--- config.mk ---
export PLATFORM = sky130hd
export DESIGN_NAME = controle_medida_hcsr04
export DESIGN_NICKNAME = d
export VERILOG_FILES = /design/src/rtl/controle_medida_hcsr04_pkg.sv /design/src/rtl/sincroniza_borda.sv /design/src/rtl/controle_medida_hcsr04.sv
export SDC_FILE = /design/constraint.sdc
export NUM_CORES = 1
export LEC_CHECK = 0
export CORE_MARGIN = 3
export CORE_UTILIZATION = 52
export CTS_BUF_LIST = sky130_fd_sc_hd__clkbuf_8
export CTS_CLUSTER_DIAMETER = 80
export DETAILED_ROUTE_END_ITERATION = 7
export PLACE_DENSITY_LB_ADDON = 0.15
export SYNTH_ARGS = -nofsm -noshare
export SYNTH_HDL_FRONTEND = slang
export SYNTH_SLANG_ARGS = --single-unit
export TNS_END_PERCENT = 100
--- constraint.sdc ---
create_clock -name clock -period 1.96 [get_ports clock]
set_input_delay 0.294 -clock clock [delete_from_list [all_inputs] [get_ports clock]]
set_output_delay 0.294 -clock clock [all_outputs]
set_load 0.005 [all_outputs]
--- src/rtl/controle_medida_hcsr04_pkg.sv ---
// State codes and default HC-SR04 timing constants shared by the measurement controller
// and the interface_hcsr04 top level.
package controle_medida_hcsr04_pkg;

  typedef enum logic [2:0] {
    Inicial = 3'd0,
    Prepara = 3'd1,
    Trigger = 3'd2,
    Espera  = 3'd3,
    Mede    = 3'd4,
    Aguarda = 3'd5,
    Final   = 3'd6,
    Erro    = 3'd7
  } estado_t;

  // Defaults for a 50 MHz clock.
  localparam int unsigned TTriggerDef  = 500;        // 10 us
  localparam int unsigned TEsperaDef   = 1_250_000;  // 25 ms
  localparam int unsigned TEchoMaxDef  = 1_900_000;  // 38 ms
  localparam int unsigned TFimDef      = 16;
  localparam int unsigned CwDef        = 21;

  // A measurement is in progress everywhere except the idle and terminal states.
  function automatic logic em_medida(estado_t e);
    return (e != Inicial) && (e != Final) && (e != Erro);
  endfunction

endpackage

--- src/rtl/sincroniza_borda.sv ---
// Two-flop synchroniser for an asynchronous input plus a delay flop for edge detection.
module sincroniza_borda (
  input  logic clock,
  input  logic reset,
  input  logic d,
  output logic q,
  output logic sobe,
  output logic desce
);

  logic meta_q;
  logic sync_q;
  logic atraso_q;

  always_ff @(posedge clock) begin
    if (reset) begin
      meta_q   <= 1'b0;
      sync_q   <= 1'b0;
      atraso_q <= 1'b0;
    end else begin
      meta_q   <= d;
      sync_q   <= meta_q;
      atraso_q <= sync_q;
    end
  end

  assign q     = sync_q;
  assign sobe  = sync_q & ~atraso_q;
  assign desce = ~sync_q & atraso_q;

endmodule

--- src/rtl/controle_medida_hcsr04.sv ---
// Sequences one HC-SR04 measurement: clear, trigger, wait echo, forward echo to
// contador_cm, wait for its pronto, and report pronto or timeout.
module controle_medida_hcsr04
  import controle_medida_hcsr04_pkg::*;
#(
  parameter int unsigned T_TRIGGER  = TTriggerDef,
  parameter int unsigned T_ESPERA   = TEsperaDef,
  parameter int unsigned T_ECHO_MAX = TEchoMaxDef,
  parameter int unsigned T_FIM      = TFimDef,
  parameter int unsigned CW         = CwDef
) (
  input  logic       clock,
  input  logic       reset,
  input  logic       medir,
  input  logic       echo,
  input  logic       fim_medida,
  output logic       trigger,
  output logic       zera,
  output logic       pulso,
  output logic       medindo,
  output logic       pronto,
  output logic       timeout,
  output logic [3:0] db_estado
);

  localparam logic [CW-1:0] LimTrigger = CW'(T_TRIGGER - 1);
  localparam logic [CW-1:0] LimEspera  = CW'(T_ESPERA - 1);
  localparam logic [CW-1:0] LimEcho    = CW'(T_ECHO_MAX - 1);
  localparam logic [CW-1:0] LimFim     = CW'(T_FIM - 1);

  estado_t       state_q, state_d;
  logic [CW-1:0] tmr_q;
  logic          echo_s;
  logic          sobe;
  logic          desce;

  sincroniza_borda u_sincroniza_borda (
    .clock (clock),
    .reset (reset),
    .d     (echo),
    .q     (echo_s),
    .sobe  (sobe),
    .desce (desce)
  );

  always_ff @(posedge clock) begin
    if (reset) begin
      state_q <= Inicial;
      tmr_q   <= '0;
    end else begin
      state_q <= state_d;
      tmr_q   <= (state_d != state_q) ? '0 : tmr_q + CW'(1);
    end
  end

  // Edge events are tested before the timer limit so an edge wins a same-cycle tie.
  always_comb begin
    state_d = state_q;
    unique case (state_q)
      Inicial: if (medir) state_d = Prepara;
      Prepara: state_d = Trigger;
      Trigger: if (tmr_q == LimTrigger) state_d = Espera;
      Espera: begin
        if (sobe)                    state_d = Mede;
        else if (tmr_q == LimEspera) state_d = Erro;
      end
      Mede: begin
        if (desce)                 state_d = Aguarda;
        else if (tmr_q == LimEcho) state_d = Erro;
      end
      Aguarda: begin
        if (fim_medida)           state_d = Final;
        else if (tmr_q == LimFim) state_d = Erro;
      end
      Final:   state_d = Inicial;
      Erro:    state_d = Inicial;
      default: state_d = Inicial;
    endcase
  end

  always_comb begin
    trigger = (state_q == Trigger);
    zera    = (state_q == Prepara) || (state_q == Erro);
    pulso   = echo_s && (state_q == Mede);
    medindo = em_medida(state_q);
    pronto  = (state_q == Final);
    timeout = (state_q == Erro);
  end

  assign db_estado = {1'b0, state_q};

endmodule
==> flow_results.org <==
** Timing
- Timing would allow up to 0.5355 GHz.
- The worst path needs roughly 1.9 ns of the cycle, external delays included.
- Adding up every negative setup slack in the final design gives 0 ns.
- Final Setup Violations :: 0
- RSZ-0062 raised after global routing :: no
- Across the routed clock network, the largest skew measured is between 0.0015 and 0.002 ns.
- The number of pins exceeding their max-slew limit in the final report came to 0.
- Final clock period utilization by the worst path :: 0.9527
- Final Hold Violating Endpoints :: 0

** Global route
- Number of global-route vias before repair :: ~1100
- Global-route wire length before repair :: between 4000 and 5000 µm
- The number of antenna violations at the first check in global routing was 0.
- Pin count of the biggest net entering global routing :: 22
- Overflow after GRT :: 0
- GRT Total Usage :: 0.1820

** Synth
- Warnings from Yosys :: 0
- Post-synthesis sequential area ratio :: 0.3843
- Post-Syn Area per Cell :: about 8.1 µm²
- Synthesized-area fraction occupied by ao, oa, aoi and oai cells :: 0.03915
- Post-synthesis cell count :: approximately 170
- After synthesis, the share of cell area in mux cells is 0.
- Number of distinct standard cells referenced by the synthesized netlist :: 37
- Simple-gate share of the synthesized area :: 0.3950
- Adder and majority gate portion of the synthesized area :: 0.008897
- Number of register bits inferred by synthesis :: 27
- Of the total synthesized cell area, the portion taken by XOR and XNOR cells is 0.1246.
- Net count after synthesis :: 180
- Post-synth design cell area :: 1406 µm²
- After synthesis, the largest family of logic cells by area is simple AND/OR/NAND/NOR gates.

** Routing
- In this run, the number of DRC markers left after iteration 0 of detailed routing was 45.
- Remaining number of nets flagged by the antenna check after routing :: 0
- The pre-antenna-repair detailed-routing pass consisted of 4 iterations.
- After detailed routing, the average wire length per cell comes to 12.46 µm.
- Final wirelength :: approximately 2800 µm
- The routed layout has between 1000 and 1500 vias.
- After detailed routing, the number of remaining DRC violations is 0.
- Dividing the detail-routed via count by the number of cells gives around 5.6.

** Final layout
- Sequential standard cell area :: 549.3 µm²
- In the final layout, the multi-input gates occupy between 800 and 900 µm².
- At the end of the flow the core is filled with cells to 0.6682.
- Of the cells placed in the final design, the portion with a size suffix greater than 1 is 0.1237.
- Summed area of non-filler cells in the final layout :: 1685 µm²
- Layout filler cell count :: about 220
- Layout Cells excl Fill :: 224
- ANT cells :: 0
- Total number of nets in the final design :: 201
- Relative to the synthesized area, the layout overhead comes to 19.84%.

** Pwr
- Power consumption :: roughly 0.0011 W
- Highest ir drop seen on vdd :: around 0.00054 V
- LEAKAGE :: ~0.6 nW
- Dividing total power by cell area gives a power density of ~670 nW/µm².
- Cell internal power was estimated by the tool at about 0.00083 W.
- Of the total power, the share spent switching nets is 0.2650.
- Combinational group share of total power :: 0.211
- Proportion of power drawn by flip-flops and latches :: 0.530
- The share of total power dissipated in the clock network is 0.259.
- Net switching power :: approximately 0.00030 W

** Setup path
- Counting cells, the worst reg-to-reg path comes to 8.
- Peak per-stage delay on the critical path :: about 0.53 ns
- Highest net fanout along the worst path :: 8
- STA classifies the critical path endpoint as a primary output.
- Among cell families on the critical path, the largest total delay comes from buffers and inverters.
- Reg-to-reg critical path startpoint :: tmr_q[0]
- Logic depth of the worst setup path including buffers :: 3
- Timing endpoint of the critical path :: trigger
- Crit path kind :: flop to primary output
- Among all stages on the critical path, the largest delay is contributed by clkdlybuf4s50_1.
- STA classifies the critical path startpoint as a flop.
- In this run the critical register-to-register path is captured at tmr_q[14].
- Critical Path, Cell by Cell :: buf_4, nor3b_2, clkdlybuf4s50_1
- Data on the critical path is required at its endpoint by 1.67 ns.
- Flop2flop setup slack :: 0.16 ns
- Number of buffers and inverters on the critical path :: 2
- The most critical setup path has its startpoint at state_q[2].
- Data arrives at the worst endpoint at between 1.5 and 2 ns.

** Clock tree
- TritonCTS built the clock tree.
- The tree is rooted in a clkbuf_8.
- Clock latency reported for the late side of the worst-skew pair :: about 0.26 ns
- CTS clock-pin slew for the worst setup and hold paths :: ~0.080 ns
- TritonCTS buffer count :: 3
- The clock passes through at most 2 buffers.
- Num Clock Sinks :: 27
- In this run the number of H-tree levels came out at 1.

** Die
- Effective utilization at floorplan :: 0.5575
- Ports placed on the boundary :: 15
- The die covers approximately 3400 µm².
- In this run the vertical extent of the chip is between 50 and 60 µm.
- Cell Rows :: 18
- In this run the standard cell core region covers roughly 2500 µm².
- Horizontal extent of the die :: just under 60 µm

** Flow run
- Max Cap Viol :: 0

** Placement
- Summing all placed instances gives a cell area of 1609 µm².
- Port Buffer Count :: 13
- After detailed placement, the design holds a cell count of 220.
- Detailed placer's ending HPWL :: 2106 µm
- RePlAce Congestion :: about 0.88

** Run status
- Result of the run :: finished clean

** Hold path
- Class of the worst hold path :: flop to flop
[synth_stat cells (all sizes together)]
cell	instances	area share
nand3b	1	0.0053
o31ai	2	0.011
a31o	1	0.0062
nor4	5	0.027
nor2b	7	0.031
nand2b	1	0.0045
nor3	12	0.046
nor4b	1	0.0062
nand4	6	0.027
a211oi	1	0.0053
nand3	14	0.057
and2	2	0.0089
and3	7	0.031
and4b	1	0.0071
nor2	32	0.085
xor2	12	0.075
or3	2	0.0089
xnor2	8	0.050
dfxtp	27	0.38
and4	1	0.0062
nand2	12	0.032
ha	1	0.0089
inv	5	0.013
o21ai	2	0.0071
conb	1	0.0027
a21oi	1	0.0036
a221oi	1	0.0062
nor3b	1	0.0053
buf	6	0.032
and3b	1	0.0062
[worst min path at each step]
stage                              startpoint  depth (start not counted)  slack [ns]                     endpoint
finish                               tmr_q[0]                          1        0.45                     tmr_q[0]
global route                         tmr_q[0]                          1        0.47                     tmr_q[0]
CTS                                  tmr_q[0]                          1        0.45                     tmr_q[0]
detailed placement                   tmr_q[0]                          1        0.44                     tmr_q[0]
global placement    u_sincroniza_borda.meta_q                          1        0.43         u_sincroniza_borda.q
floorplan                               reset                          1        0.37  u_sincroniza_borda.atraso_q
[cell families (layout without fill, tap and decap cells)]
logic type / after synthesis / count (layout)
flip-flops: 27 / 27
XOR/XNOR: 20 / 20
AO/OA/AOI/OAI: 8 / 8
buffers and inverters: 11 / 31
adder cells (fa/ha/maj): 1 / 1
other: 1 / 1
AND/OR/NAND/NOR: 106 / 106
[area by class of cell]
cell class / instances / area share
multi-input cells: 136 / 0.4892
clock buffers: 3 / 0.02450
well taps: 30 / 0.02227
inverters: 5 / 0.01114
repair buffers: 22 / 0.1247
clock inverters: 1 / 0.002227
flip-flops and latches: 27 / 0.3259
[what timing repair did]
item	CTS	global route
endpoints found under the setup margin	3	24
gates cloned	0	0
pin swaps	0	1
resized for setup	3	6
hold buffers	0	0
buffers inserted	0	0
[metal layers]
metal  track usage  share of wire  vias to the layer above
li1              -              -                      634
met1        0.2400           0.47                      578
met2        0.3097           0.47                       30
met3       0.02673          0.047                        2
met4       0.04967         0.0068                        0
met5             0              0                        -
[metrics by stage]
step / setup slack [ns] / hold slack (ns)
3_5_place_dp: 0.04633 / 0.4397
2_1_floorplan: 0.1393 / 0.3656
4_1_cts: 0.06828 / 0.4526
6_report: 0.09271 / 0.4457
3_3_place_gp: 0.08605 / 0.4265
5_1_grt: 0.01151 / 0.4721
[registers in the layout, indices dropped and copies added, names as in the netlist]
register,flops
tmr_q,21
u_sincroniza_borda.q,1
u_sincroniza_borda.meta_q,1
u_sincroniza_borda.atraso_q,1
state_q,3
[placed cells by master (no fill, tap or decap), types with 2 or more instances in the layout]
cell type	synthesis	final
and2_1	2	2
and3_1	7	7
buf_4	1	8
clkbuf_8	0	3
clkdlybuf4s50_1	0	13
dfxtp_1	27	24
dfxtp_4	0	2
inv_1	4	5
nand2_1	12	12
nand3_1	12	12
nand3_2	2	2
nand4_1	6	6
nor2_1	32	32
nor2b_1	7	7
nor3_1	11	10
nor3_2	1	2
nor4_1	4	3
nor4_2	1	2
o31ai_1	2	2
or3_1	2	2
xnor2_1	8	8
xor2_1	12	12
[power by group through the flow]
stage                     Sequential (W)  Combinational, W  Clock, W
after floorplan                 0.000596          0.000163         0
after detailed placement        0.000611          0.000237         0
final                           0.000602          0.000239  0.000294
after global routing            0.000608          0.000269  0.000330
after CTS                       0.000600          0.000240  0.000309
after global placement          0.000609          0.000235         0
Note: power is estimated with default switching activity, not from simulation.
